`src/rtl/decode_pkg.sv`:
```
// Shared constants for the decode stage: RV opcodes, one-hot class bit positions
// and the occupancy states of the output buffer.
package decode_pkg;

    localparam int CLS_W = 9;

    localparam logic [6:0] OP_LUI    = 7'h37;
    localparam logic [6:0] OP_AUIPC  = 7'h17;
    localparam logic [6:0] OP_JAL    = 7'h6F;
    localparam logic [6:0] OP_JALR   = 7'h67;
    localparam logic [6:0] OP_BRANCH = 7'h63;
    localparam logic [6:0] OP_LOAD   = 7'h03;
    localparam logic [6:0] OP_STORE  = 7'h23;
    localparam logic [6:0] OP_IMM    = 7'h13;
    localparam logic [6:0] OP_OP     = 7'h33;
    localparam logic [6:0] OP_IMM_32 = 7'h1B;
    localparam logic [6:0] OP_32     = 7'h3B;

    localparam int CLS_R       = 0;
    localparam int CLS_I_MATH  = 1;
    localparam int CLS_I_LOAD  = 2;
    localparam int CLS_I_JALR  = 3;
    localparam int CLS_B       = 4;
    localparam int CLS_S       = 5;
    localparam int CLS_U_AUIPC = 6;
    localparam int CLS_U_LUI   = 7;
    localparam int CLS_J       = 8;

    typedef enum logic [1:0] {
        ST_EMPTY = 2'd0,
        ST_ONE   = 2'd1,
        ST_TWO   = 2'd2
    } state_t;

endpackage

```
`src/rtl/decode_if.sv`:
```
// Instruction-in / decoded-entry-out bundle of the decode stage. The stage is
// the slave; the master supplies instructions and consumes decoded entries.
interface decode_if
    import decode_pkg::*;
#(
    parameter int XLEN = 32
);
    logic             in_valid;
    logic             in_ready;
    logic [31:0]      in_instr;
    logic [XLEN-1:0]  in_pc;
    logic             flush;
    logic             out_valid;
    logic             out_ready;
    logic [XLEN-1:0]  out_pc;
    logic [6:0]       opcode;
    logic [4:0]       rd_addr;
    logic [4:0]       rs1_addr;
    logic [4:0]       rs2_addr;
    logic [2:0]       func3;
    logic [6:0]       func7;
    logic [XLEN-1:0]  imm;
    logic [CLS_W-1:0] cls;
    logic             illegal;

    modport slave (
        input  in_valid, in_instr, in_pc, flush, out_ready,
        output in_ready, out_valid, out_pc, opcode, rd_addr, rs1_addr, rs2_addr,
               func3, func7, imm, cls, illegal
    );

    modport master (
        output in_valid, in_instr, in_pc, flush, out_ready,
        input  in_ready, out_valid, out_pc, opcode, rd_addr, rs1_addr, rs2_addr,
               func3, func7, imm, cls, illegal
    );
endinterface

```
`src/rtl/decode_fields.sv`:
```
// Purely combinational RV32/RV64 field split, immediate build, class and
// legality check for one instruction word.
module decode_fields
    import decode_pkg::*;
#(
    parameter int XLEN     = 32,
    parameter int RV64_OPS = 0
) (
    input  logic [31:0]      i_instr,
    output logic [6:0]       o_opcode,
    output logic [4:0]       o_rd,
    output logic [4:0]       o_rs1,
    output logic [4:0]       o_rs2,
    output logic [2:0]       o_func3,
    output logic [6:0]       o_func7,
    output logic [XLEN-1:0]  o_imm,
    output logic [CLS_W-1:0] o_cls,
    output logic             o_illegal
);
    localparam bit RV64_EN = (RV64_OPS != 0);

    logic [31:0]      w_imm_i, w_imm_s, w_imm_b, w_imm_u, w_imm_j, w_imm32;
    logic [CLS_W-1:0] w_cls;
    logic [6:0]       w_shamt_hi;
    logic             w_legal;
    logic             w_illegal;

    assign o_opcode = i_instr[6:0];
    assign o_rd     = i_instr[11:7];
    assign o_func3  = i_instr[14:12];
    assign o_rs1    = i_instr[19:15];
    assign o_rs2    = i_instr[24:20];
    assign o_func7  = i_instr[31:25];

    assign w_imm_i = {{20{i_instr[31]}}, i_instr[31:20]};
    assign w_imm_s = {{20{i_instr[31]}}, i_instr[31:25], i_instr[11:7]};
    assign w_imm_b = {{19{i_instr[31]}}, i_instr[31], i_instr[7], i_instr[30:25], i_instr[11:8], 1'b0};
    assign w_imm_u = {i_instr[31:12], 12'b0};
    assign w_imm_j = {{11{i_instr[31]}}, i_instr[31], i_instr[19:12], i_instr[20], i_instr[30:21], 1'b0};

    // RV64 shifts borrow instr[25] as shamt[5], so only instr[31:26] qualifies the op
    assign w_shamt_hi = RV64_EN ? {i_instr[31:26], 1'b0} : o_func7;

    always_comb begin
        w_cls   = '0;
        w_imm32 = '0;
        w_legal = 1'b0;
        case (o_opcode)
            OP_LUI:    begin w_cls[CLS_U_LUI] = 1'b1;   w_imm32 = w_imm_u; w_legal = 1'b1; end
            OP_AUIPC:  begin w_cls[CLS_U_AUIPC] = 1'b1; w_imm32 = w_imm_u; w_legal = 1'b1; end
            OP_JAL:    begin w_cls[CLS_J] = 1'b1;       w_imm32 = w_imm_j; w_legal = 1'b1; end
            OP_JALR:   begin w_cls[CLS_I_JALR] = 1'b1;  w_imm32 = w_imm_i; w_legal = (o_func3 == 3'd0); end
            OP_BRANCH: begin
                w_cls[CLS_B] = 1'b1;
                w_imm32      = w_imm_b;
                w_legal      = !(o_func3 inside {3'd2, 3'd3});
            end
            OP_LOAD: begin
                w_cls[CLS_I_LOAD] = 1'b1;
                w_imm32           = w_imm_i;
                w_legal           = (o_func3 inside {3'd0, 3'd1, 3'd2, 3'd4, 3'd5})
                                 || (RV64_EN && (o_func3 inside {3'd3, 3'd6}));
            end
            OP_STORE: begin
                w_cls[CLS_S] = 1'b1;
                w_imm32      = w_imm_s;
                w_legal      = (o_func3 <= 3'd2) || (RV64_EN && (o_func3 == 3'd3));
            end
            OP_IMM: begin
                w_cls[CLS_I_MATH] = 1'b1;
                w_imm32           = w_imm_i;
                if (o_func3 == 3'd1)
                    w_legal = (w_shamt_hi == 7'h00);
                else if (o_func3 == 3'd5)
                    w_legal = (w_shamt_hi inside {7'h00, 7'h20});
                else
                    w_legal = 1'b1;
            end
            OP_OP: begin
                w_cls[CLS_R] = 1'b1;
                w_legal      = (o_func7 == 7'h00)
                            || ((o_func7 == 7'h20) && (o_func3 inside {3'd0, 3'd5}));
            end
            OP_IMM_32: begin
                w_cls[CLS_I_MATH] = 1'b1;
                w_imm32           = w_imm_i;
                w_legal           = RV64_EN && ((o_func3 == 3'd0)
                                 || ((o_func3 == 3'd1) && (o_func7 == 7'h00))
                                 || ((o_func3 == 3'd5) && (o_func7 inside {7'h00, 7'h20})));
            end
            OP_32: begin
                w_cls[CLS_R] = 1'b1;
                w_legal      = RV64_EN && (((o_func7 == 7'h00) && (o_func3 inside {3'd0, 3'd1, 3'd5}))
                            || ((o_func7 == 7'h20) && (o_func3 inside {3'd0, 3'd5})));
            end
            default: w_legal = 1'b0;
        endcase
    end

    assign w_illegal = !w_legal || (i_instr[1:0] != 2'b11);
    assign o_illegal = w_illegal;
    assign o_cls     = w_illegal ? '0 : w_cls;
    assign o_imm     = w_illegal ? '0 : XLEN'($signed(w_imm32));

endmodule

```
`src/rtl/decode_stage.sv`:
```
// Registered decode stage: decodes on the input path and holds results in a
// main register backed by one skid register so in_ready can be registered.
module decode_stage
    import decode_pkg::*;
#(
    parameter int XLEN     = 32,
    parameter int RV64_OPS = 0
) (
    input  logic     clk,
    input  logic     rst,
    decode_if.slave  bus
);
    // {pc, imm, opcode, rd, rs1, rs2, func3, func7, cls, illegal}
    localparam int ENTRY_W = 2 * XLEN + 32 + CLS_W + 1;

    logic [6:0]       w_opcode;
    logic [4:0]       w_rd, w_rs1, w_rs2;
    logic [2:0]       w_func3;
    logic [6:0]       w_func7;
    logic [XLEN-1:0]  w_imm;
    logic [CLS_W-1:0] w_cls;
    logic             w_illegal;

    logic [ENTRY_W-1:0] w_entry, r_main, r_skid, w_main_next, w_skid_next;
    state_t             r_state, w_state_next;
    logic               r_in_ready;
    logic               w_push, w_pop;

    decode_fields #(
        .XLEN     (XLEN),
        .RV64_OPS (RV64_OPS)
    ) u_fields (
        .i_instr   (bus.in_instr),
        .o_opcode  (w_opcode),
        .o_rd      (w_rd),
        .o_rs1     (w_rs1),
        .o_rs2     (w_rs2),
        .o_func3   (w_func3),
        .o_func7   (w_func7),
        .o_imm     (w_imm),
        .o_cls     (w_cls),
        .o_illegal (w_illegal)
    );

    assign w_entry = {bus.in_pc, w_imm, w_opcode, w_rd, w_rs1, w_rs2, w_func3, w_func7, w_cls, w_illegal};

    // r_in_ready is low exactly in TWO, which is what drops pushes there
    assign w_push = bus.in_valid & r_in_ready;
    assign w_pop  = (r_state != ST_EMPTY) & bus.out_ready;

    always_comb begin
        w_state_next = r_state;
        w_main_next  = r_main;
        w_skid_next  = r_skid;
        if (bus.flush) begin
            w_state_next = ST_EMPTY;
        end else begin
            case (r_state)
                ST_EMPTY: begin
                    if (w_push) begin
                        w_state_next = ST_ONE;
                        w_main_next  = w_entry;
                    end
                end
                ST_ONE: begin
                    if (w_push && w_pop) begin
                        w_main_next = w_entry;
                    end else if (w_push) begin
                        w_state_next = ST_TWO;
                        w_skid_next  = w_entry;
                    end else if (w_pop) begin
                        w_state_next = ST_EMPTY;
                    end
                end
                ST_TWO: begin
                    if (w_pop) begin
                        w_state_next = ST_ONE;
                        w_main_next  = r_skid;
                    end
                end
                default: w_state_next = ST_EMPTY;
            endcase
        end
    end

    always_ff @(posedge clk) begin
        if (rst) begin
            r_state    <= ST_EMPTY;
            r_main     <= '0;
            r_skid     <= '0;
            r_in_ready <= 1'b1;
        end else begin
            r_state    <= w_state_next;
            r_main     <= w_main_next;
            r_skid     <= w_skid_next;
            r_in_ready <= (w_state_next != ST_TWO);
        end
    end

    assign bus.in_ready  = r_in_ready;
    assign bus.out_valid = (r_state != ST_EMPTY);
    assign {bus.out_pc, bus.imm, bus.opcode, bus.rd_addr, bus.rs1_addr, bus.rs2_addr,
            bus.func3, bus.func7, bus.cls, bus.illegal} = r_main;

endmodule

```
`src/flat_wrapper.sv`:
```
// flat-port wrapper written by rule: the top's interface ports become plain ports
module decode_stage_flat import decode_pkg::*;
#(
    parameter int XLEN     = 32,
    parameter int RV64_OPS = 0
)
  (clk, rst, bus_in_valid, bus_in_instr, bus_in_pc, bus_flush, bus_out_ready, bus_in_ready, bus_out_valid, bus_out_pc, bus_opcode, bus_rd_addr, bus_rs1_addr, bus_rs2_addr, bus_func3, bus_func7, bus_imm, bus_cls, bus_illegal);
  decode_if #(.XLEN(XLEN)) bus_i ();
  input  logic clk;
  input  logic rst;
  input wire logic [$bits(bus_i.in_valid)-1:0] bus_in_valid;
  input wire logic [$bits(bus_i.in_instr)-1:0] bus_in_instr;
  input wire logic [$bits(bus_i.in_pc)-1:0] bus_in_pc;
  input wire logic [$bits(bus_i.flush)-1:0] bus_flush;
  input wire logic [$bits(bus_i.out_ready)-1:0] bus_out_ready;
  output wire logic [$bits(bus_i.in_ready)-1:0] bus_in_ready;
  output wire logic [$bits(bus_i.out_valid)-1:0] bus_out_valid;
  output wire logic [$bits(bus_i.out_pc)-1:0] bus_out_pc;
  output wire logic [$bits(bus_i.opcode)-1:0] bus_opcode;
  output wire logic [$bits(bus_i.rd_addr)-1:0] bus_rd_addr;
  output wire logic [$bits(bus_i.rs1_addr)-1:0] bus_rs1_addr;
  output wire logic [$bits(bus_i.rs2_addr)-1:0] bus_rs2_addr;
  output wire logic [$bits(bus_i.func3)-1:0] bus_func3;
  output wire logic [$bits(bus_i.func7)-1:0] bus_func7;
  output wire logic [$bits(bus_i.imm)-1:0] bus_imm;
  output wire logic [$bits(bus_i.cls)-1:0] bus_cls;
  output wire logic [$bits(bus_i.illegal)-1:0] bus_illegal;
  assign bus_i.in_valid = bus_in_valid;
  assign bus_i.in_instr = bus_in_instr;
  assign bus_i.in_pc = bus_in_pc;
  assign bus_i.flush = bus_flush;
  assign bus_i.out_ready = bus_out_ready;
  assign bus_in_ready = bus_i.in_ready;
  assign bus_out_valid = bus_i.out_valid;
  assign bus_out_pc = bus_i.out_pc;
  assign bus_opcode = bus_i.opcode;
  assign bus_rd_addr = bus_i.rd_addr;
  assign bus_rs1_addr = bus_i.rs1_addr;
  assign bus_rs2_addr = bus_i.rs2_addr;
  assign bus_func3 = bus_i.func3;
  assign bus_func7 = bus_i.func7;
  assign bus_imm = bus_i.imm;
  assign bus_cls = bus_i.cls;
  assign bus_illegal = bus_i.illegal;
  decode_stage #(.XLEN(XLEN), .RV64_OPS(RV64_OPS)) u_core (.clk(clk), .rst(rst), .bus(bus_i));
endmodule
```
`config.mk`:
```
export PLATFORM = sky130hd
export DESIGN_NAME = decode_stage_flat
export DESIGN_NICKNAME = d
export VERILOG_FILES = /design/src/rtl/decode_pkg.sv /design/src/rtl/decode_if.sv /design/src/rtl/decode_fields.sv /design/src/rtl/decode_stage.sv /design/src/flat_wrapper.sv
export SDC_FILE = /design/constraint.sdc
export NUM_CORES = 1
export LEC_CHECK = 0
export CAP_MARGIN = 0
export CORE_MARGIN = 4
export CORE_UTILIZATION = 52
export DETAILED_ROUTE_END_ITERATION = 12
export PLACE_DENSITY = 0.82
export SLEW_MARGIN = 20
export SYNTH_ARGS = -nofsm -noshare
export SYNTH_HDL_FRONTEND = slang
export SYNTH_SLANG_ARGS = --single-unit
```
`constraint.sdc`:
```
create_clock -name clk -period 2.1 [get_ports clk]
set_input_delay 0.42 -clock clk [delete_from_list [all_inputs] [get_ports clk]]
set_output_delay 0.42 -clock clk [all_outputs]
set_load 0.02 [all_outputs]
```
==> results.md <==
- Mapped Nets: between 1000 and 1500
- Fin crit share: about 95%
- Startpoint Class: input pin
- R2R cell count: 6
- Max VDD drop: 0.000633 V
- Worst Setup End Kind: register
- Slowest stage cell, crit path: clkdlybuf4s50_1
- Vias per cell: a little under 6
- Top FF cell, synth: dfxtp_1
- Synth area leader: dfxtp_1
- Sink Count: 215
- Tot Pwr: around 9.7 mW
- Overflow after GRT: 0
- Slew @ Worst Pin: 477 ps
- Flops & latches, synth: about 220
- RR Endpoint: u_core.r_main[7]$_SDFFE_PP0P_
- P_leak: 4.52 nW
- Crit path largest cell delay: 630 ps
- Register area share after synthesis: 46.2%
- R2r setup slk: about 300 ps
- CP Max Fanout: 16
- Layout Utilization: 72.3%
- Core Region: around 17000 um2
- Yosys cell types: 63
- Post-Syn Area: 9320 um2
- Max frequency: 0.500 GHz
- Crit path DAT: 2370 ps
- Hold Startpoint: rst
- Antenna cell count: 0
- Pwr per Cell Area: 769 nW/um2
- Crit-path most repeated cell: buf_4
- CTS Hold Bufs: 0
- Pins Over Slew Limit: 0
- Pre-antenna DRT Iters: 5
- Post-synth ARST share: 0%
- Post-synth EDFFs: 0
- Largest net degree at the start of global routing: about 110
- Die Area: 20100 um2
- Period minus WS final: 2000 ps
- Type of the worst setup path: input pin to register
- Fillers: 1367
- Row cnt: 48
- Initial Util: around 54%
- Synth warn: 0
- CTS max path bufs: 3
- Clk_skew: 9.44 ps
- Worst r2r src: u_core.r_state[1]$_SDFF_PP0_
- Die H: 142 um
- First-pass GRT wire length: around 45000 um
- MaxCap Viol Count: 0
- Main area contributors after synthesis: dfxtp_1 (46%), nand2_1 (12%), a311oi_1 (6.3%)
- Outcome: completed
- Initial DRC count: 907
- FF+latch area: 4300 um2
- Nets@finish: 1410
- Mapped Avg Cell Area: 8.12 um2
- Worst hold stages: 2
- Syn-to-layout area delta: 35.1%
- Final setup viols: 0
- Width of the die: 142 um
- Hold Path Sink: u_core.r_skid[14]$_SDFFE_PP0P_
- CTS tree: done
- Fraction of layout cells with a size suffix above 1: a little under an eighth
- CTS Root Cell: clkbuf_16
- Vias in the first global route: ~9000
- Io pins: 177
- # DRC: 0
- # port buffers: between 150 and 200
- Final Hold Fails: 0
- Synth top area share: 46.2%
- CP top delay family: buffers and inverters
- Post-DP HPWL: ~19000 um
- WL/cell: 17.9 um
- Final GP Congestion: 0.921
- Worst-path clk slew: 60 ps
- Mapped Cells: 1148
- Initial antenna violation count: 0
- Total track usage: 27.0%
- DR vias: 9388
- Max_slew headroom: approximately two thirds
- Worst hold path type: input pin to register
- CTS Buf Count: 23
- Htree depth: 1
- Routed wire length: between 20000 and 30000 um
- Footprint of the multi-input gates: approximately 4400 um2
- Unrepaired setup endpoints after global routing: false
- Post-route ant nets: 0
- CP required: 2470 ps
- Clock Latency Late Sink: 500 ps
- Buffers and inverters on the worst path: 3
- Crit-path cells: clkdlybuf4s50_1 > buf_4 > nor3_1 > and4bb_2 > a21oi_2 > o211a_1 > buf_4 > o22ai_1
[registers in the layout, indices dropped and copies added (netlist names)]
name / cells
u_core.bus.in_ready: 1
u_core.r_skid: 106
u_core.r_state: 2
u_core.r_main: 106
[final cells by class]
class | count | share of cell area [%]
Sequential cell | 215 | 34.2
Tap cell | 225 | 2.24
Inverter | 13 | 0.387
Timing Repair Buffer | 284 | 22.4
Clock buffer | 36 | 5.43
Multi-Input combinational cell | 804 | 35.0
Clock inverter | 4 | 0.387
[through the flow]
stage | instance area, um2 | setup WS [ps] | cells | setup TNS [ps] | hold WS [ps]
2_1_floorplan | 9320 | 234 | 1148 | 0 | 426
3_3_place_gp | 11900 | -307 | 1541 | -20130 | 436
3_5_place_dp | 11900 | -321 | 1541 | -24020 | 441
4_1_cts | 12600 | 127 | 1581 | 0 | 335
5_1_grt | 12600 | 38.3 | 1581 | 0 | 352
6_report | 12600 | 101 | 1581 | 0 | 344
[synthesized netlist by cell type, types with 22 or more instances]
| library cell | number |
|---|---|
| nand2_1 | 290 |
| dfxtp_1 | 215 |
| a21oi_1 | 102 |
| nor2_1 | 95 |
| a311oi_1 | 67 |
| clkbuf_1 | 59 |
| o22ai_1 | 33 |
| buf_2 | 31 |
| a32o_1 | 30 |
| o21ai_0 | 27 |
| a211oi_1 | 23 |
| nor3_1 | 22 |
[logic make-up (layout without fill, tap and decap cells)]
group	Yosys count	in the layout	share of synthesized area [%]
compound gates	350	350	26.7
simple gates	452	452	20.2
buf+inv	129	337	6.69
flops	215	215	46.2
mux	1	1	0.107
xor+xnor	1	1	0.0940
[report_power, final]
part / leakage (nW) / total (mW) / internal [mW] / switching [mW]
sequential: 1.75 / 4.33 / 4.23 / 0.0957
clock: 0.361 / 3.93 / 2.35 / 1.58
combinational: 2.41 / 1.42 / 0.666 / 0.754
[routing by layer]
metal / part of all wire, % / global-route usage, % / wire, um
met1: 43 / 38.0 / 12300
met2: 47 / 43.6 / 13200
met3: 8.1 / 4.18 / 2280
met4: 1.9 / 6.82 / 537
met5: 0 / 0 / 0
[placed cells by master (no fill, tap or decap), drive strengths merged, types with 30 or more instances in the layout]
cell type,netlist,layout
clkbuf,61,36
nor2,98,98
o22ai,33,33
o21ai,33,33
a21oi,104,104
dfxtp,215,215
a32o,30,30
buf,55,109
clkdlybuf4s50,0,174
a311oi,67,67
nand2,291,291
[worst max-delay path by stage]
stage	startpoint	end	slack, ps	cells past startpoint
detailed placement	bus_in_instr[25]	u_core.r_skid[47]$_SDFFE_PP0P_	-320	7
global placement	bus_in_instr[5]	u_core.r_skid[61]$_SDFFE_PP0P_	-310	8
floorplan	bus_in_instr[6]	u_core.r_skid[72]$_SDFFE_PP0P_	230	8
CTS	u_core.r_main[45]$_SDFFE_PP0P_	bus_imm[3]	130	1
finish	bus_in_instr[4]	u_core.r_main[46]$_SDFFE_PP0P_	100	8
global route	bus_in_instr[25]	u_core.r_main[46]$_SDFFE_PP0P_	40	7
[repair_timing]
action / 4_1_cts / 5_1_grt
resized for setup: 1 / 0
buffers inserted: 0 / 0
setup endpoints to repair: 1 / 0
(Power assumes the default switching activity.)
